**src/rtl/ir_dual_dispatch.sv**
```systemverilog
// Dual-slot dispatch controller between the IR-stage instruction queue and rename.
// Looks at the two oldest queue entries each cycle and pops 0, 1 or 2 of them.
// It accounts for intra-pair RAW, free physical registers, serializing instructions
// and rename back-pressure, and keeps three performance counters.
module ir_dual_dispatch #(
  parameter int PAYLOAD_W = 64,
  parameter int FREE_W    = 7,
  parameter int CNT_W     = 32
) (
  input  logic                   clk_i,
  input  logic                   rstn_i,
  input  logic                   flush_i,
  input  logic [1:0]             q_valid_i,
  input  logic [2*PAYLOAD_W-1:0] q_payload_i,
  input  logic [9:0]             q_rd_i,
  input  logic [9:0]             q_rs1_i,
  input  logic [9:0]             q_rs2_i,
  input  logic [1:0]             q_use_rs1_i,
  input  logic [1:0]             q_use_rs2_i,
  input  logic [1:0]             q_regwrite_i,
  input  logic [1:0]             q_serial_i,
  input  logic [FREE_W-1:0]      free_regs_i,
  input  logic                   backend_empty_i,
  input  logic                   stall_i,
  output logic [1:0]             read_head_o,
  output logic [1:0]             out_valid_o,
  output logic [2*PAYLOAD_W-1:0] out_payload_o,
  output logic [9:0]             out_rd_o,
  output logic [1:0]             out_alloc_o,
  output logic [CNT_W-1:0]       dual_cnt_o,
  output logic [CNT_W-1:0]       single_cnt_o,
  output logic [CNT_W-1:0]       stall_cnt_o
);

  typedef enum logic [1:0] {
    ST_RUN   = 2'd0,
    ST_DRAIN = 2'd1,
    ST_POST  = 2'd2
  } state_e;

  state_e           state_q, state_d;
  logic [1:0]       need;
  logic [1:0]       read_head;
  logic [1:0]       out_valid_q, out_valid_d;
  logic             out_empty;
  logic             accept;
  logic             raw;
  logic             run_issue;
  logic [FREE_W:0]  free_ext, need0_ext, need1_ext, need_sum;
  logic             fit0, fit01;
  logic [CNT_W-1:0] dual_cnt_q, dual_cnt_d;
  logic [CNT_W-1:0] single_cnt_q, single_cnt_d;
  logic [CNT_W-1:0] stall_cnt_q, stall_cnt_d;

  assign out_empty = (out_valid_q == 2'b00);
  assign accept    = out_empty | ~stall_i;

  // Slot 1 reads the register slot 0 writes; x0 writes never count (need[0] is 0).
  assign raw = need[0] &
               ((q_use_rs1_i[1] & (q_rs1_i[9:5] == q_rd_i[4:0])) |
                (q_use_rs2_i[1] & (q_rs2_i[9:5] == q_rd_i[4:0])));

  // One extra bit so the pair's demand can never wrap against the free count.
  assign free_ext  = {1'b0, free_regs_i};
  assign need0_ext = {{FREE_W{1'b0}}, need[0]};
  assign need1_ext = {{FREE_W{1'b0}}, need[1]};
  assign need_sum  = need0_ext + need1_ext;
  assign fit0      = (free_ext >= need0_ext);
  assign fit01     = (free_ext >= need_sum);

  // Issue decision and next FSM state; flush overrides everything.
  always_comb begin
    state_d   = state_q;
    read_head = 2'b00;
    run_issue = 1'b0;
    if (flush_i) begin
      state_d = ST_RUN;
    end else begin
      case (state_q)
        ST_RUN: run_issue = 1'b1;
        ST_DRAIN: begin
          if (out_empty & backend_empty_i & q_valid_i[0] & fit0) begin
            read_head = 2'b01;
            state_d   = ST_POST;
          end
        end
        ST_POST: begin
          // Serial instruction has left the backend: resume normal issue this cycle.
          if (out_empty & backend_empty_i) begin
            state_d   = ST_RUN;
            run_issue = 1'b1;
          end
        end
        default: state_d = ST_RUN;
      endcase
      if (run_issue) begin
        if (q_valid_i[0] & q_serial_i[0]) begin
          state_d = ST_DRAIN;
        end else begin
          read_head[0] = q_valid_i[0] & accept & fit0;
          read_head[1] = read_head[0] & q_valid_i[1] & ~q_serial_i[1] & ~raw & fit01;
        end
      end
    end
  end

  assign read_head_o = read_head;

  // Output-stage valid loads the pop pattern whenever the stage can take new data.
  always_comb begin
    out_valid_d = out_valid_q;
    if (flush_i) begin
      out_valid_d = 2'b00;
    end else if (accept) begin
      out_valid_d = read_head;
    end
  end

  genvar gi;
  for (gi = 0; gi < 2; gi++) begin : g_slot
    logic [PAYLOAD_W-1:0] payload_q, payload_d;
    logic [4:0]           rd_q, rd_d;
    logic                 alloc_q, alloc_d;
    logic                 load;

    assign need[gi] = q_regwrite_i[gi] & (q_rd_i[gi*5 +: 5] != 5'd0);
    assign load     = ~flush_i & accept & read_head[gi];

    // Capture the popped instruction's data; unpopped slots keep their old contents.
    always_comb begin
      payload_d = payload_q;
      rd_d      = rd_q;
      alloc_d   = alloc_q;
      if (~flush_i & accept) begin
        alloc_d = read_head[gi] & need[gi];
      end
      if (load) begin
        payload_d = q_payload_i[gi*PAYLOAD_W +: PAYLOAD_W];
        rd_d      = q_rd_i[gi*5 +: 5];
      end
    end

    // Per-slot output registers.
    always_ff @(posedge clk_i or negedge rstn_i) begin
      if (!rstn_i) begin
        payload_q <= '0;
        rd_q      <= '0;
        alloc_q   <= 1'b0;
      end else begin
        payload_q <= payload_d;
        rd_q      <= rd_d;
        alloc_q   <= alloc_d;
      end
    end

    assign out_payload_o[gi*PAYLOAD_W +: PAYLOAD_W] = payload_q;
    assign out_rd_o[gi*5 +: 5]                      = rd_q;
    assign out_alloc_o[gi]                          = alloc_q;
  end

  // Performance counters; they wrap naturally and ignore flush.
  always_comb begin
    dual_cnt_d   = dual_cnt_q;
    single_cnt_d = single_cnt_q;
    stall_cnt_d  = stall_cnt_q;
    if (read_head == 2'b11) dual_cnt_d = dual_cnt_q + CNT_W'(1);
    if (read_head == 2'b01) single_cnt_d = single_cnt_q + CNT_W'(1);
    if (q_valid_i[0] & (read_head == 2'b00) & ~flush_i) stall_cnt_d = stall_cnt_q + CNT_W'(1);
  end

  // FSM state, output-stage valid and counters.
  always_ff @(posedge clk_i or negedge rstn_i) begin
    if (!rstn_i) begin
      state_q      <= ST_RUN;
      out_valid_q  <= 2'b00;
      dual_cnt_q   <= '0;
      single_cnt_q <= '0;
      stall_cnt_q  <= '0;
    end else begin
      state_q      <= state_d;
      out_valid_q  <= out_valid_d;
      dual_cnt_q   <= dual_cnt_d;
      single_cnt_q <= single_cnt_d;
      stall_cnt_q  <= stall_cnt_d;
    end
  end

  assign out_valid_o  = out_valid_q;
  assign dual_cnt_o   = dual_cnt_q;
  assign single_cnt_o = single_cnt_q;
  assign stall_cnt_o  = stall_cnt_q;

endmodule
```
**config.mk**
```make
export PLATFORM = sky130hd
export DESIGN_NAME = ir_dual_dispatch
export DESIGN_NICKNAME = d
export VERILOG_FILES = /design/src/rtl/ir_dual_dispatch.sv
export SDC_FILE = /design/constraint.sdc
export NUM_CORES = 1
export LEC_CHECK = 0
export CAP_MARGIN = 20
export CORE_AREA = 3 3 166 168
export CTS_CLUSTER_DIAMETER = 80
export DETAILED_ROUTE_END_ITERATION = 16
export DIE_AREA = 0 0 169 171
export HOLD_SLACK_MARGIN = 0.1
export PLACE_DENSITY = 0.74
export SLEW_MARGIN = 20
export SYNTH_ARGS = -nofsm -noshare
export SYNTH_HDL_FRONTEND = slang
export SYNTH_SLANG_ARGS = --single-unit
```
**constraint.sdc**
```tcl
create_clock -name clk_i -period 2.8 [get_ports clk_i]
set_input_delay 0.28 -clock clk_i [delete_from_list [all_inputs] [get_ports clk_i]]
set_output_delay 0.28 -clock clk_i [all_outputs]
set_load 0.02 [all_outputs]
```
After elaboration in Yosys (flattened, before gate mapping)
Index checks and enable logic that the tools add are counted.
Word-level totals
  register bits: 240
Cells by class
  add/subtract/negate cells: 4
  order comparisons: 2
  equal/unequal tests: 6
  mux-type cells: 16
  bitwise operators: 28
  reductions and logical operators: 6
Operators by type and width (number)
  32-bit by 1-bit adder with 32-bit output (second input constant): 3
  1-bit bitwise AND: 22
  2-bit two-way mux: 10
  5-bit == test: 2
  5-bit nonzero test: 2
  7-bit by 1-bit greater-or-equal comparator with 1-bit output: 1
  7-bit by 2-bit greater-or-equal comparator with 1-bit output: 1
  2-bit logical NOT: 3
  2-bit one-hot mux with 3 select lines: 1
  2-bit by 1-bit == test with 1-bit output (second input constant): 2
  2-bit == test (second input constant): 2
  1-bit two-way mux: 4
  1-bit inverter: 4
  1-bit by 1-bit adder with 2-bit output: 1
  1-bit OR: 2
  1-bit one-hot mux with 2 select lines: 1
  2-bit nonzero test: 1

Longest topological paths before layout
Gate-level depths: netlist of the first run.
  depth after elaboration: 14
  mapped depth: 12
  gate-level depth less buffers: 10

Least setup slack after synthesis of the first run
Ideal clock, no wire load.
  path type: input to register
  start: input q_rd_i[0]
  end: register stall_cnt_q[26], in the netlist stall_cnt_o[26]
  library setup time: 0.129 ns
  arrival: 2.971 ns
  slack: -0.301 ns
  cell stages on the path: 9
  buffers on the path: 0
  cells stage by stage: or4_1 -> o21a_1 -> ha_1 -> or3b_2 -> o31ai_4 -> a21oi_2 -> nor4_1 -> nand3_1 -> xnor2_1
On the way
  cells in the longest elaborated chain, start to end: 14
Ends and longest elaborated chain
  from (decl): RTL line 15  | input logic [9:0] q_rd_i,
  5-bit nonzero test: RTL line 126  | assign need[gi] = q_regwrite_i[gi] & (q_rd_i[gi*5 +: 5] != 5'd0);
  1-bit bitwise AND: RTL line 126
  7-bit by 1-bit greater-or-equal comparator with 1-bit output: RTL line 68  | assign fit0 = (free_ext >= need0_ext);
  1-bit bitwise AND: RTL line 100  | read_head[0] = q_valid_i[0] & accept & fit0;
  1-bit bitwise AND (4 in a row): RTL line 101  | read_head[1] = read_head[0] & q_valid_i[1] & ~q_serial_i[1] & ~raw & fit01;
  2-bit two-way mux: RTL line 97  | if (q_valid_i[0] & q_serial_i[0]) begin
  2-bit two-way mux (*): RTL line 96  | if (run_issue) begin
  2-bit two-way mux (*): RTL line 76  | if (flush_i) begin
  2-bit logical NOT (*): RTL line 168  | if (q_valid_i[0] & (read_head == 2'b00) & ~flush_i) stall_cnt_d = stall_cnt_q + CNT_W'(1);
  1-bit bitwise AND (*) (2 in a row): RTL line 168
  to (signal assigned): RTL line 184  | stall_cnt_q <= stall_cnt_d;
  to (decl): RTL line 53  | logic [CNT_W-1:0] stall_cnt_q, stall_cnt_d;
Mark *: on every way between the ends. The rest lies on a longest branch, timed or not.
A chain may end at the register's enable or synchronous reset.

Worst setup path after layout of the first run
  start: input q_rd_i[3]
  end: output read_head_o[0]
On the way
  cells in the longest elaborated chain, start to end: 9
Ends and longest elaborated chain
  5-bit nonzero test (*): RTL line 126
  1-bit bitwise AND (*): RTL line 126
  7-bit by 1-bit greater-or-equal comparator with 1-bit output (*): RTL line 68
  1-bit bitwise AND: RTL line 82  | if (out_empty & backend_empty_i & q_valid_i[0] & fit0) begin
  1-bit two-way mux: RTL line 82
  1-bit two-way mux: RTL line 79  | case (state_q)
  2-bit two-way mux: RTL line 97
  2-bit two-way mux (*): RTL line 96
  2-bit two-way mux (*): RTL line 76
  to (decl): RTL line 25  | output logic [1:0] read_head_o,
Marked as above.

==> metrics.md, run 1 <==
| Metric | Value |
|---|---|
| Placer Congestion | around 0.86 |
| Number of enable flip-flop cells after synthesis | 0 |
| Final Hold Vio Count | 0 |
| Clk slew on worst S/H paths | 0.07 ns |
| Port bufs | around 410 |
| Final wirelength | ~31000 µm |
| Vias per cell | just under 5 |
| Relative slew margins | a little over half |
| Height of the chip | between 150 and 200 µm |
| Start-to-end type of the worst setup path | input port to output port |
| Part of the cycle the worst path needs | 102% |
| Clock tree sinks | between 200 and 250 |
| Layout Cells excl Fill | roughly 1.7k |
| Layout cell share with drive strength beyond 1 | roughly 17% |
| Remaining DRCs | 0 |
| DRT Pass-1 Iters | 6 |
| Crit start category | input port |
| Rows | 59 |
| Number of fill cells in the layout | between 2k and 2.5k |
| Unrepaired setup endpoints after global routing | yes |
| Failing checks | setup timing |
| CTS tree | done |
| Peak VDD IR | 0.601 mV |
| Post-route minimum period | ~2.9 ns |
| Longest Clk Path Bufs | 3 |
| Yosys warns | 0 |
| Reg-to-Reg End | single_cnt_o[18] |
| Setup_tns | -0.0638 ns |
| Total of max-cap violations | 0 |
| PwrDens | 713 mW/mm² |
| Area share of the largest cell type after synthesis | 59.0% |
| Post-synth top area cell | dfrtp_1 |
| Fin nets | approximately 1.6k |
| Max Slew Vio Count | 0 |
| Slowest CP cell | or4_4 |
| Crit-path cells | buf_6 -> or4_4 -> o21a_4 -> buf_6 -> ha_4 -> or3b_4 -> o31ai_4 -> buf_6 -> a21oi_4 -> nand2b_4 -> inv_8 -> buf_6 |
| Register area share after synthesis | a little under 60% |
| Initial drt markers | between 600 and 700 |
| Syn Inst Count | between 900 and 1k |
| Max H-tree Level | 1 |
| N_diodes | 0 |
| Critical path peak fanout | 4 |
| Final WS setup | -0.0564 ns |
| CP Data Required Time | between 2 and 3 ns |
| CP arrival | between 2 and 3 ns |
| Worst R2R Path Depth | 9 |
| Core ar. | between 0.02 and 0.03 mm² |
| Max Fclk | around 350 MHz |
| Syn Area/Cell | ~11 µm² |
| Global Route Usage Sum | about a fifth |
| Yosys reg bits | 240 |
| Hold_sp | q_rd_i[7] |
| Root buffer cell | clkbuf_16 |
| Placed Cells | approximately 1.7k |
| Worst Hold Depth | 2 |
| Net Count, Synth | about 1.1k |
| Io pins | 420 |
| Synthesized area | a little over 0.01 mm² |
| Worst Max-Slew Pin Slew | around 0.70 ns |
| Largest cells by area after synthesis | dfrtp_1, nand2_1, mux2_2 |
| Final hold slack | between 0.1 and 0.15 ns |
| Vias in the first global route | a little under 9k |
| Clock Latency Late Sink | between 0.5 and 0.6 ns |
| Global route total overflow | 0 |
| Num CTS Buffers | 27 |
| First-pass GRT wire length | 48500 µm |
| FF-to-FF setup slack | roughly 0.17 ns |
| Vias after detailed routing | between 8k and 9k |
| Initial Util | between 30% and 40% |
| Status | finished, violations left |
| Critical Path Sink Type | output port |
| Power Total | 11.7 mW |
| Delay of the slowest critical-path stage | between 0.5 and 0.6 ns |
| DIE AREA | between 0.02 and 0.03 mm² |
| Largest net degree at the start of global routing | 84 |
| Worst r2r src | out_valid_o[0] |
| Hold worst-path end | g_slot[1].rd_q[2] |
| Pleak | 7.28 nW |
| Synth async-reset ratio | between 90% and 100% |
| CP most frequent cell | buf_6 |
| Post-route ant nets | 0 |
| Hold Crit Class | input port to flop |
| Initial antenna violation count | 0 |
| Final setup vio count | 2 |
| Most used DFF post-synth | dfrtp_1 |
| Die Wd | 169 µm |
| Cell variety after synth | 47 |
| Post-DP HPWL | approximately 23000 µm |
| Clock skew | about 0.010 ns |
| Routed WL per cell | around 18 µm |
| Area grow syn2layout | 61.3% |
timing repair:
action,CTS,global route
setup buffers,8,4
hold buffers,3,1
pin swaps,8,7
endpoints found under the hold margin,77,1
setup endpoints to repair,235,54
resized for setup,46,11
placed cells by master (no fill, tap or decap), types with 7 or more instances in the layout:
cell type,Yosys,routed
nand4_1,28,28
nor4_2,3,9
buf_4,2,47
nor3_4,0,7
mux2_4,0,7
mux2_2,71,65
inv_1,16,16
xnor2_1,60,60
buf_6,2,8
nor3_2,0,10
nor3_1,25,8
clkbuf_16,0,27
nor2_1,19,18
nand3_1,40,40
and3_1,17,17
clkdlybuf4s50_1,0,396
and4_1,7,7
dfrtp_1,240,240
nand2_1,240,239
buf_12,0,8
xor2_1,43,43
cells in the mapped netlist, drive strengths merged (2+ instances only):
cell type,instances
a2111oi,2
a21oi,4
a22o,2
and2,3
and3,17
and4,7
buf,22
clkbuf,20
dfrtp,240
ha,7
inv,17
mux2,72
nand2,240
nand2b,4
nand3,40
nand4,28
nor2,19
nor3,25
nor3b,2
nor4,16
o21a,3
or2,3
or3,2
or3b,2
or4,3
xnor2,60
xor2,43
power by group:
part	leakage, nW	internal [mW]	switching, mW
combinational	3.76	1.78	1.70
clock	0.457	2.22	1.45
sequential	3.06	4.12	0.435
total	7.28	8.12	3.58
how the worst max path moves through the flow:
stage,start,to,slack [ns],cells after the start
3_5_place_dp,q_rd_i[4],stall_cnt_o[31],-1.01,14
4_1_cts,q_rd_i[3],read_head_o[0],-0.06,12
6_report,q_rd_i[3],read_head_o[0],-0.06,12
2_1_floorplan,q_rd_i[4],stall_cnt_o[19],-0.22,10
5_1_grt,q_rd_i[3],read_head_o[0],-0.10,12
3_3_place_gp,q_rd_i[4],stall_cnt_o[31],-1.01,14
state kept, by name (all words and copies together), names as in the netlist:
name and cells:
single_cnt_o 32, g_slot.payload_q 128, g_slot.alloc_q 2, g_slot.rd_q 10
stall_cnt_o 32, out_valid_o 2, state_q 2, dual_cnt_o 32
kinds of logic after synthesis:
family | count (synthesis) | share of synthesized area [%]
adders and majority gates | 7 | 0.861
xor gates and xnor gates | 103 | 8.87
AOI/OAI and AO/OA | 17 | 1.66
and+or+nand+nor | 416 | 19.0
DFF | 240 | 59.0
buffers and inverters | 59 | 2.57
muxes | 72 | 7.97
per-layer routing:
metal | vias to the layer above | GRT usage [%] | share of wire [%]
met3 | 44 | 6.84 | 9.3
met1 | 4139 | 25.3 | 39
met5 | - | 0 | 0
met2 | 326 | 36.4 | 49
met4 | 0 | 4.59 | 2.2
li1 | 3983 | - | -
layout make-up:
cell class,count,area (µm²),area share [%]
clock buffer,36,769,4.69
clock inverter,14,171,1.04
inverter,17,71.3,0.435
multi-input combinational,615,4300,26.2
sequential,240,6010,36.6
tap,335,419,2.55
timing repair buffer,471,4680,28.5
worst max-delay path, delay by kind of cell:
| kind | cells | cell delay (ns) |
|---|---|---|
| adders and majority gates | 1 | 0.19 |
| and+or+nand+nor | 3 | 1.05 |
| AOI/OAI and AO/OA | 3 | 0.53 |
| buffers and inverters | 5 | 0.52 |
stage by stage:
| step | utilization [%] | setup WS [ns] | instance area, µm² |
|---|---|---|---|
| after detailed placement | 58.5 | -1.01 | 15300 |
| after CTS | 62.6 | -0.0553 | 16300 |
| after global placement | 58.5 | -1.01 | 15300 |
| after floorplan | - | -0.216 | 10700 |
| after global routing | 63.0 | -0.101 | 16400 |
| final | 63.0 | -0.0564 | 16400 |
Note: power is estimated with default switching activity, not from simulation.
==> run 2, diff against run 1 <==
--- a/config.mk
+++ b/config.mk
@@ -8,10 +8,12 @@
 export CAP_MARGIN = 20
 export CORE_AREA = 3 3 166 168
 export CTS_CLUSTER_DIAMETER = 80
+export CTS_CLUSTER_SIZE = 12
 export DETAILED_ROUTE_END_ITERATION = 16
 export DIE_AREA = 0 0 169 171
 export HOLD_SLACK_MARGIN = 0.1
 export PLACE_DENSITY = 0.74
+export SKIP_CTS_REPAIR_TIMING = 1
 export SLEW_MARGIN = 20
 export SYNTH_ARGS = -nofsm -noshare
 export SYNTH_HDL_FRONTEND = slang
==> run 2 against run 1 <==
Against the previous run:
- the flow still finishes with violations (setup timing)
- count of clock-buffer cells in the layout down 13
- clock power down 27%
- sequential power about the same
- highest routed layer unchanged
==> metrics.md, run 2 (synthesized netlist as in run 1, its figures left out) <==
| Metric | Value |
|---|---|
| Reg-to-Reg End | single_cnt_o[18] |
| Start-to-end type of the worst setup path | input port to output port |
| Worst Max-Slew Pin Slew | 0.683 ns (-0.0195 ns) |
| Failing checks | setup timing |
| Most frequent cells in the layout | clkdlybuf4s50_1, nand2_1, dfrtp_1 |
| Initial Util | 39.0% (unchanged) |
| Routed WL per cell | 18.9 µm (+3.7%) |
| Worst R2R Path Depth | 8 (-1) |
| Worst Hold Depth | 4 (+2) |
| Placer Congestion | 0.863 (unchanged) |
| Most flop-heavy register | g_slot.payload_q |
| Post-route minimum period | 2.92 ns (+0.0681 ns) |
| Hold worst-path end | g_slot[0].rd_q[3] |
| Relative slew margins | 54.4% (+1.3 points) |
| Clock tree sinks | 240 (unchanged) |
| Post-route ant nets | 0 (unchanged) |
| Status | finished, violations left |
| Global route total overflow | 0 (unchanged) |
| Fin nets | 1556 (-0.19%) |
| DIE AREA | 0.0289 mm² (unchanged) |
| Area grow syn2layout | 59.4% |
| Peak VDD IR | 0.670 mV (+12%) |
| Pleak | 7.22 nW (-0.80%) |
| Post-DP HPWL | 23000 µm (unchanged) |
| Io pins | 420 (unchanged) |
| Max reg flops | 128 (unchanged) |
| Clock skew | 0.0149 ns (+0.00443 ns) |
| Remaining DRCs | 0 (unchanged) |
| Rows | 59 (unchanged) |
| Vias per cell | 5.00 (+1.8%) |
| Initial drt markers | 612 (+1.7%) |
| Die Wd | 169 µm (unchanged) |
| Hold Crit Class | input port to flop |
| Longest Clk Path Bufs | 3 (unchanged) |
| Final WS setup | -0.124 ns (-0.0681 ns) |
| Height of the chip | 171 µm (unchanged) |
| Clk slew on worst S/H paths | 0.06 ns (about the same) |
| CTS tree | done |
| Crit start category | input port |
| N_diodes | 0 (unchanged) |
| Max Slew Vio Count | 0 (unchanged) |
| Power Total | 10.8 mW (-7.9%) |
| Final core utilization | 62.2% (-0.73 points) |
| Vias after detailed routing | 8512 (+0.24%) |
| FF-to-FF setup slack | 0.14 ns (-0.03 ns) |
| Final setup vio count | 3 (+1) |
| Critical Path Sink Type | output port |
| Vias in the first global route | 8708 (-0.54%) |
| Final Hold Vio Count | 0 (unchanged) |
| CP Data Required Time | 2.52 ns (about the same) |
| Clock Latency Late Sink | 0.51 ns (-0.02 ns) |
| Hold_sp | q_rd_i[3] |
| CP arrival | 2.64 ns (+0.06 ns) |
| Worst r2r src | out_valid_o[1] |
| Most common cell after layout, fill and taps aside | clkdlybuf4s50_1 |
| Part of the cycle the worst path needs | 104% (+2.4 points) |
| Initial antenna violation count | 0 (unchanged) |
| Port bufs | 407 (unchanged) |
| Num CTS Buffers | 23 (-15%) |
| Layout cell share with drive strength beyond 1 | 15.9% (-1.4 points) |
| Final wirelength | 32100 µm (+2.2%) |
| Placement-stage cell area | 0.0153 mm² (unchanged) |
| Critical path peak fanout | 4 (unchanged) |
| Root buffer cell | clkbuf_16 |
| Max Fclk | 342 MHz (-2.3%) |
| Largest net degree at the start of global routing | 84 (unchanged) |
| First-pass GRT wire length | 48100 µm (-0.83%) |
| Core ar. | 0.0261 mm² (unchanged) |
| Global Route Usage Sum | 20.6% (-0.26 points) |
| PwrDens | 664 mW/mm² (-6.8%) |
| Unrepaired setup endpoints after global routing | yes |
| Max H-tree Level | 1 (unchanged) |
| DRT Pass-1 Iters | 5 (-1) |
| Final instance area | 0.0162 mm² (-1.2%) |
| Total of max-cap violations | 0 (unchanged) |
## run 2: where the power goes
part / switching, mW / internal (mW)
sequential: 0.441 / 4.12
clock: 1.24 / 1.44
combinational: 1.71 / 1.83
## run 2: layout make-up
class / instances / area (µm²)
inverter: 17 / 71.3
fill: 2102 / 9840
timing repair buffer: 472 / 4770
sequential: 240 / 6010
multi-input combinational: 615 / 4380
tap: 335 / 419
clock buffer: 23 / 576
## run 2: worst max-delay path by stage
stage | cells past startpoint | slack (ns) | startpoint | endpoint
after detailed placement | 14 | -1.01 | q_rd_i[4] | stall_cnt_o[31]
after CTS | 12 | -1.01 | q_rd_i[3] | read_head_o[0]
after global routing | 12 | -0.17 | q_rd_i[0] | read_head_o[0]
after floorplan | 10 | -0.22 | q_rd_i[4] | stall_cnt_o[19]
final | 12 | -0.12 | q_rd_i[0] | read_head_o[0]
after global placement | 14 | -1.01 | q_rd_i[4] | stall_cnt_o[31]
## run 2: stage by stage
| step | TNS [ns] | setup slack (ns) | hold slack, ns | std cells |
|---|---|---|---|---|
| floorplan | -31.77 | -0.216 | -0.0156 | 914 |
| detailed placement | -193.51 | -1.01 | 0.346 | 1664 |
| CTS | -66.06 | -1.01 | -0.206 | 1687 |
| global placement | -188.48 | -1.01 | 0.345 | 1664 |
| finish | -0.193 | -0.124 | 0.145 | 1702 |
| global route | -1.59 | -0.168 | 0.139 | 1702 |
## run 2: per-layer routing
| metal | vias to the layer above | GRT usage, % | wire length [µm] |
|---|---|---|---|
| met1 | 4185 | 25.5 | 12500 |
| li1 | 3952 | - | - |
| met3 | 36 | 6.72 | 3140 |
| met2 | 339 | 35.6 | 15900 |
| met5 | - | 0 | 0 |
| met4 | 0 | 4.13 | 480 |
## run 2: critical path: stages
cell and delay, ns:
buf_6 0.10, or4_4 0.54, o21a_4 0.23, buf_6 0.12, ha_4 0.20, or3b_4 0.40, o31ai_4 0.30, buf_6 0.15
a21oi_4 0.04, nand2b_4 0.12, inv_8 0.04, buf_6 0.12
